[src/rtl/button_debouncer.sv]
// button_debouncer
// Cleans raw asynchronous push-button pins. Every channel has a 2-flop
// synchronizer followed by a two-state debounce FSM whose state is the
// debounced level. A new level is accepted only after COUNT_MAX consecutive
// synchronized samples that disagree with the current level; any sample that
// agrees with the current level restarts the count.
//
// Output protocol: btn_level_o is the debounced level and is also the FSM
// state (STABLE_0 = 0, STABLE_1 = 1). btn_press_o / btn_release_o are
// registered single-cycle pulses raised in the same cycle that btn_level_o
// changes. There is no handshake: a consumer must sample the pulses on every
// clock. Press and release are never high together on one channel.
module button_debouncer #(
  parameter int WIDTH     = 4,
  parameter int COUNT_MAX = 1000000
) (
  input  logic             clk_i,
  input  logic             rst_i,
  input  logic [WIDTH-1:0] btn_raw_i,
  output logic [WIDTH-1:0] btn_level_o,
  output logic [WIDTH-1:0] btn_press_o,
  output logic [WIDTH-1:0] btn_release_o
);

  // Counter holds 0 .. COUNT_MAX-1; acceptance happens on the sample that
  // would take it to COUNT_MAX, so it never wraps.
  localparam int              CNT_W    = $clog2(COUNT_MAX + 1);
  localparam logic [CNT_W-1:0] CNT_LAST = CNT_W'(COUNT_MAX - 1);

  typedef enum logic {
    STABLE_0 = 1'b0,
    STABLE_1 = 1'b1
  } state_t;

  logic [WIDTH-1:0] sync1_q;
  logic [WIDTH-1:0] sync2_q;

  // Two-flop metastability synchronizer; only sync2_q is used downstream.
  always_ff @(posedge clk_i) begin
    if (rst_i) begin
      sync1_q <= '0;
      sync2_q <= '0;
    end else begin
      sync1_q <= btn_raw_i;
      sync2_q <= sync1_q;
    end
  end

  for (genvar i = 0; i < WIDTH; i++) begin : g_chan
    state_t           state_q;
    state_t           state_d;
    logic [CNT_W-1:0] cnt_q;
    logic [CNT_W-1:0] cnt_d;
    logic             press_q;
    logic             press_d;
    logic             release_q;
    logic             release_d;
    logic             sample;

    assign sample = sync2_q[i];

    // State, stability counter and pulse registers for this channel.
    always_ff @(posedge clk_i) begin
      if (rst_i) begin
        state_q   <= STABLE_0;
        cnt_q     <= '0;
        press_q   <= 1'b0;
        release_q <= 1'b0;
      end else begin
        state_q   <= state_d;
        cnt_q     <= cnt_d;
        press_q   <= press_d;
        release_q <= release_d;
      end
    end

    // Next state: count disagreeing samples, accept on the COUNT_MAX-th one,
    // restart the count whenever the sample matches the current level.
    always_comb begin
      state_d   = state_q;
      cnt_d     = '0;
      press_d   = 1'b0;
      release_d = 1'b0;
      case (state_q)
        STABLE_0: begin
          if (sample) begin
            if (cnt_q == CNT_LAST) begin
              state_d = STABLE_1;
              press_d = 1'b1;
            end else begin
              cnt_d = cnt_q + 1'b1;
            end
          end
        end
        STABLE_1: begin
          if (!sample) begin
            if (cnt_q == CNT_LAST) begin
              state_d   = STABLE_0;
              release_d = 1'b1;
            end else begin
              cnt_d = cnt_q + 1'b1;
            end
          end
        end
        default: begin
          state_d = STABLE_0;
        end
      endcase
    end

    assign btn_level_o[i]   = (state_q == STABLE_1);
    assign btn_press_o[i]   = press_q;
    assign btn_release_o[i] = release_q;
  end

endmodule

[config.mk]
export PLATFORM = sky130hd
export DESIGN_NAME = button_debouncer
export DESIGN_NICKNAME = d
export VERILOG_FILES = /design/src/rtl/button_debouncer.sv
export SDC_FILE = /design/constraint.sdc
export NUM_CORES = 1
export LEC_CHECK = 0
export CORE_MARGIN = 1
export CORE_UTILIZATION = 54
export DETAILED_ROUTE_END_ITERATION = 16
export MAX_ROUTING_LAYER = met4
export PLACE_DENSITY_LB_ADDON = 0.2
export SLEW_MARGIN = 20
export SYNTH_ARGS = -nofsm -noshare
export SYNTH_HDL_FRONTEND = slang
export SYNTH_SLANG_ARGS = --single-unit
export TNS_END_PERCENT = 50
[constraint.sdc]
create_clock -name clk_i -period 2.2 [get_ports clk_i]
set_clock_uncertainty 0.15 [all_clocks]
set_input_delay 0.44 -clock clk_i [delete_from_list [all_inputs] [get_ports clk_i]]
set_output_delay 0.44 -clock clk_i [all_outputs]
set_load 0.02 [all_outputs]
### After elaboration in Yosys (flattened, before gate mapping)

Index checks and enable logic that the tools add are counted.

* register bits after elaboration: 100
* bits of input ports: 6
* logic and storage cells: 74

* add/subtract/negate cells: 4
* eq/ne operators: 4
* mux-type cells: 36
* bitwise logic cells: 4
* reductions and logical operators: 8

Operators with widths (count)
* 20-bit 2-to-1 mux: 12
* 20-bit case mux with 2 select lines: 4
* 20-bit by 1-bit adder with 20-bit output (second input constant): 4
* 20-bit == test (second input constant): 4
* 1-bit 2-to-1 mux: 16
* 3-bit OR reduction: 4
* 1-bit case mux with 2 select lines: 4
* 2-bit OR reduction: 4
* 1-bit inverter: 4

### Depth between registers and ports, before layout

Gate-level depths: netlist (run 1).

* word-level depth: 4
* depth in mapped cells: 6

### Worst setup path after synthesis (run 1)

Ideal clock, no wire load.

* path type: register to register
* from: reg g_chan[1].cnt_q[7]
* to: reg g_chan[1].cnt_q[6]
* data arrival time: 1849 ps
* data required time: 1935 ps
* setup slack: 86 ps
* stages on the path, launching flop included: 6
* buffers on the path: 1
* cells stage by stage: dfxtp_1 -> or4_4 -> or4b_4 -> o21ai_4 -> buf_6 -> nor2_1

* cells in the longest elaborated chain, start to end: 4
* elaborated cells on any way between the ends: 5
* those cells by class: eq/ne: 1; mux: 4

RTL lines
* from (decl): line 52 `logic [CNT_W-1:0] cnt_q;`
* from (signal assigned): line 71 `cnt_q <= cnt_d;`
* 20-bit == test *: line 87, 97
* 20-bit 2-to-1 mux *: line 87, 97
* 20-bit 2-to-1 mux (on tied branches): line 96, 86
* 20-bit case mux with 2 select lines *: line 84 `case (state_q)`

Every way passes the cells marked *; elsewhere a longest branch is shown, timed or not.
A chain may end at the register's enable or synchronous reset.

### Worst setup path after layout (run 1)

* from: reg g_chan[3].cnt_q[13]
* to: reg g_chan[3].cnt_q[19]

* cells in the longest elaborated chain, start to end: 4
* elaborated cells on any way between the ends: 6
* those cells by class: add/sub: 1; eq/ne: 1; mux: 4

RTL lines (line)
* from (decl): 52
* from (signal assigned): 71
* 20-bit by 1-bit adder with 20-bit output or 20-bit == test (tied branches)
* 20-bit 2-to-1 mux *: 87, 97
* 20-bit 2-to-1 mux (on tied branches): 96, 86
* 20-bit case mux with 2 select lines *: 84

Marks and branches as above.

==> flow_summary.ini, run 1 <==
[min_path]
hold_class = register to register
worst_hold_path.num_cells = 1

[worst_setup_path]
crit_path_start_kind = register
required_ps = 2280
rr_worst_depth = 5
cpPeakStageDelay_ps = 580
crit_slowest_cell = or4_1
worst-setup-path-type = register to register
cp.arrival_ps = 2180
crit_fanout = 19
timing.critical_path.to_type = register
crit_chain = or4_1 > or4_4 > o21ai_4 > buf_12 > a21oi_1

[yosys]
seq_area_frac_synth_pct = 45.1
synth_edf_count = 0
synth_cell_type_count = 41
synthArstFlopShare_pct = 0
syn_area_per_cell_um2 = 8.82
syn_nets = 514
netlist_instances = 504
ys_warn_count = 0
synth_flop_cell = dfxtp_1
syn_area_um2 = 4440
ys_ff_latch = 100

[grt]
grtUsageTotal_pct = 21.1
grt_max_degree = 25
grt_pass1_wl_um = 14300
grt_pass1_vias = 3357
antenna_found_initial = 0
gr-total-overflow = 0

[floorplanning]
fp.dieArea_um2 = 8590
fp.dieW_um = 92.7
initial_core_util_pct = 56.6
rows = 32
fp.dieH_um = 92.7
core_um2 = 7850
num_io_pins = 18

[sta]
period_share_pct = 95.5
relSlewSlack_pct = 55.9
hold_ws_ps = 291
hold_viol = 0
max_freq_ghz = 0.476
finalSetupTns_ps = 0
worst_slew_pin_slew_ps = 655
rsz0062_at_grt = no
post-route-min-period_ps = 2100
setup_viol = 0
maxSlewViolCount = 0

[finish]
syn_to_final_growth_pct = 12.0
final_common_cell = dfxtp_1
n_fill_cell = 680
seq_area_um2 = 2000
layout_common_cells = dfxtp_1, nor2_1, a21oi_1
finish.net_count = 533
multi_input_area_um2 = 2230
n_antenna_cell = 0
layout-drive-gt1-share_pct = 9.47
fin_cells = 630

[power]
power.leakage_nw = 1.51
power_density_nw_per_um2 = 632
total_power_mw = 3.15
ir_drop_v = 0.000355

[routing]
dr_total_vias = 3537
initialDrtViolationCount = 99
via_per_inst = 5.61
routed_wl_um = 8130
antenna_left = 0
drc = 0
routedWlPerCell_um = 12.9
first_pass_iters = 5

[clock_tree]
clkLatencyLatePin_ps = 360
cts_tree = built
clk_pin_slew_worst_paths_ps = 90
clock-root-buffer = clkbuf_8
cts_resized = 0
numCtsBuffers = 9
cts_sinks = 100
holdBufCountCts = 0
cts_setup_buffers = 0
cts_max_path_buffers = 2
htree_levels = 3

[placed_design]
dp.cells = 614
portBuffers = 17
gp_congestion = 0.792
dpl.hpwl_um = 5640

[status]
status = finished clean

[job]
maxCapViolCount = 0
critical path: cells and delay by family, from the launching register on:
family,cells,cell delay (ps)
DFF,1,350
and+or+nand+nor,2,1100
buffers and inverters,1,160
AOI/OAI and AO/OA,2,210
logic make-up (layout without fill, tap and decap cells):
logic type	after synthesis	in the layout	synth area share (%)
buffers and inverters	40	64	4.87
and+or+nand+nor	244	244	30.5
AOI/OAI and AO/OA	72	72	9.80
xor gates and xnor gates	44	44	8.67
DFF	100	100	45.1
adders and majority gates	4	4	1.13
cells in the mapped netlist, drive strengths merged (13+ instances only):
master / instances / share of area, %
dfxtp: 100 / 45
nor2: 52 / 4.4
a21oi: 36 / 4.1
nand3: 35 / 4.1
nand2: 27 / 2.3
xnor2: 23 / 4.5
o21ai: 22 / 3.2
xor2: 21 / 4.1
or3: 20 / 2.8
or4: 19 / 3.5
nand4: 18 / 2.5
buf: 17 / 2.9
and3: 13 / 1.9
nor3: 13 / 1.5
registers in the layout, summed over array words and instances (netlist names), named ones only:
register / cells
g_chan.press_q: 4
g_chan.cnt_q: 80
g_chan.release_q: 4
sync2_q: 4
sync1_q: 4
path summary, 6_finish.rpt:
check             slack [ps]                start             endpoint
setup / recovery         100  g_chan[3].cnt_q[13]  g_chan[3].cnt_q[19]
hold / removal           290   g_chan[1].cnt_q[0]   g_chan[1].cnt_q[0]
hold reg to reg          290   g_chan[1].cnt_q[0]   g_chan[1].cnt_q[0]
setup reg to reg         100  g_chan[3].cnt_q[13]  g_chan[3].cnt_q[19]
layout make-up:
class	count	share of cell area, %
multi-input cells	364	44.9
inverters	12	0.905
flip-flops and latches	100	40.2
well taps	102	2.57
clock inverters	4	1.46
clock buffers	12	2.92
repair buffers	36	7.04
routing by layer:
| layer | vias to the layer above | wire (um) | global-route usage, % | part of all wire (%) |
|---|---|---|---|---|
| met2 | 43 | 3880 | 35.5 | 48 |
| met4 | 0 | 89 | 5.77 | 1.1 |
| met5 | - | 0 | - | 0 |
| li1 | 1812 | - | - | - |
| met3 | 6 | 228 | 5.01 | 2.8 |
| met1 | 1676 | 3930 | 25.4 | 48 |
power breakdown:
group	switching, mW	internal [mW]	total [mW]
combinational	0.0263	0.0256	0.0519
clock	0.600	0.671	1.27
sequential	0.00547	1.82	1.82
total	0.632	2.51	3.15
per-stage QoR:
| stage | utilization, % | worst slack (ps) | area (um2) |
|---|---|---|---|
| 3_3_place_gp | 60.5 | 138 | 4750 |
| 3_5_place_dp | 60.5 | 103 | 4750 |
| 4_1_cts | 63.3 | 86.9 | 4970 |
| 5_1_grt | 63.4 | 3.31 | 4970 |
| 2_1_floorplan | - | 86.2 | 4440 |
| 6_report | 63.4 | 99.7 | 4970 |
No activity file was read; power rests on OpenSTA's default activity.
==> run 2, diff against run 1 <==
--- a/config.mk
+++ b/config.mk
@@ -10,6 +10,7 @@
 export DETAILED_ROUTE_END_ITERATION = 16
 export MAX_ROUTING_LAYER = met4
 export PLACE_DENSITY_LB_ADDON = 0.2
+export REMOVE_ABC_BUFFERS = 1
 export SLEW_MARGIN = 20
 export SYNTH_ARGS = -nofsm -noshare
 export SYNTH_HDL_FRONTEND = slang
==> flow_summary.ini, run 2 (same netlist as run 1, synthesis figures left out) <==
[clock_tree]
htree_levels = 3
cts_max_path_buffers = 2
cts_tree = built
clk_pin_slew_worst_paths_ps = 90
cts_setup_buffers = 0
numCtsBuffers = 9
cts_resized = 0
clkLatencyLatePin_ps = 350
holdBufCountCts = 0
cts_sinks = 100
clock-root-buffer = clkbuf_8

[worst_setup_path]
crit_chain = or4_1 > or4_4 > or3_1 > a21oi_1
path_buf_inv = 0
crit_slowest_cell = or4_4
path_delay_family = simple AND/OR/NAND/NOR gates
required_ps = 2330
crit_fanout = 5
timing.critical_path.to_type = register
worst-setup-path-type = register to register
cpPeakStageDelay_ps = 560
crit_path_start_kind = register
cp.arrival_ps = 2250

[routing]
via_per_inst = 5.62
initialDrtViolationCount = 85
routedWlPerCell_um = 12.7
dr_total_vias = 3549
antenna_left = 0
routed_wl_um = 8030
drc = 0
first_pass_iters = 4

[floorplanning]
rows = 32
initial_core_util_pct = 56.6
fp.dieArea_um2 = 8590
fp.dieW_um = 92.7
fp.dieH_um = 92.7
num_io_pins = 18
core_um2 = 7850

[finish]
layout-drive-gt1-share_pct = 10.0
largest-register = g_chan.cnt_q
n_antenna_cell = 0
layout_common_cells = dfxtp_1, nor2_1, a21oi_1
syn_to_final_growth_pct = 11.9
final_common_cell = dfxtp_1
largest_reg_flops = 80
finish.net_count = 535

[sta]
finalSetupTns_ps = 0
maxSlewViolCount = 0
hold_ws_ps = 294
max_freq_ghz = 0.471
relSlewSlack_pct = 58.9
worst_slew_pin_slew_ps = 611
period_share_pct = 96.5
hold_viol = 0
setup_viol = 0
rsz0062_at_grt = no
post-route-min-period_ps = 2120

[power]
power_density_nw_per_um2 = 621
ir_drop_v = 0.000342
total_power_mw = 3.09
power.leakage_nw = 1.50

[grt]
grt_max_degree = 25
grt_pass1_wl_um = 14200
grtUsageTotal_pct = 21.0
grt_pass1_vias = 3323
gr-total-overflow = 0
antenna_found_initial = 0

[job]
maxCapViolCount = 0

[placed_design]
gp_congestion = 0.846
portBuffers = 17
dpl.hpwl_um = 5660

[status]
status = finished clean

[min_path]
hold_class = register to register
run 2: final cells by class:
type	instances	area, um2
clock inverters	5	77.6
well taps	102	128
multi-input cells	364	2240
flip-flops and latches	100	2000
repair buffers	38	353
inverters	12	45.0
clock buffers	10	128
fillers	691	2880
run 2: final timing paths:
check                                          from         end  slack [ps]  cells after the start
worst min register to register           sync1_q[2]  sync2_q[2]         290                      1
worst min-delay path                     sync1_q[2]  sync2_q[2]         290                      1
worst max register to register  g_chan[2].cnt_q[12]    register          80                      4
worst max-delay path            g_chan[2].cnt_q[12]    register          80                      4
run 2: per-stage QoR:
step,setup WS (ps),instances,instance area [um2],util (%)
3_5_place_dp,102,616,4750,60.6
4_1_cts,71.0,631,4960,63.2
2_1_floorplan,105,476,4270,-
3_3_place_gp,135,616,4750,60.6
6_report,77.7,631,4970,63.3
5_1_grt,2.76,631,4970,63.3
run 2: where the power goes:
| part | internal, mW | switching [mW] | total [mW] |
|---|---|---|---|
| Combinational | 0.0256 | 0.0268 | 0.0524 |
| Sequential | 1.82 | 0.00530 | 1.82 |
| Clock | 0.631 | 0.581 | 1.21 |
| Total | 2.47 | 0.614 | 3.09 |
run 2: metal layers:
layer  share of wire, %  GRT usage, %  vias up
met3                3.1          2.96       10
met5                  0             -        -
li1                   -             -     1826
met2                 47          34.5       54
met1                 49          26.1     1659
met4                1.4          8.21        0
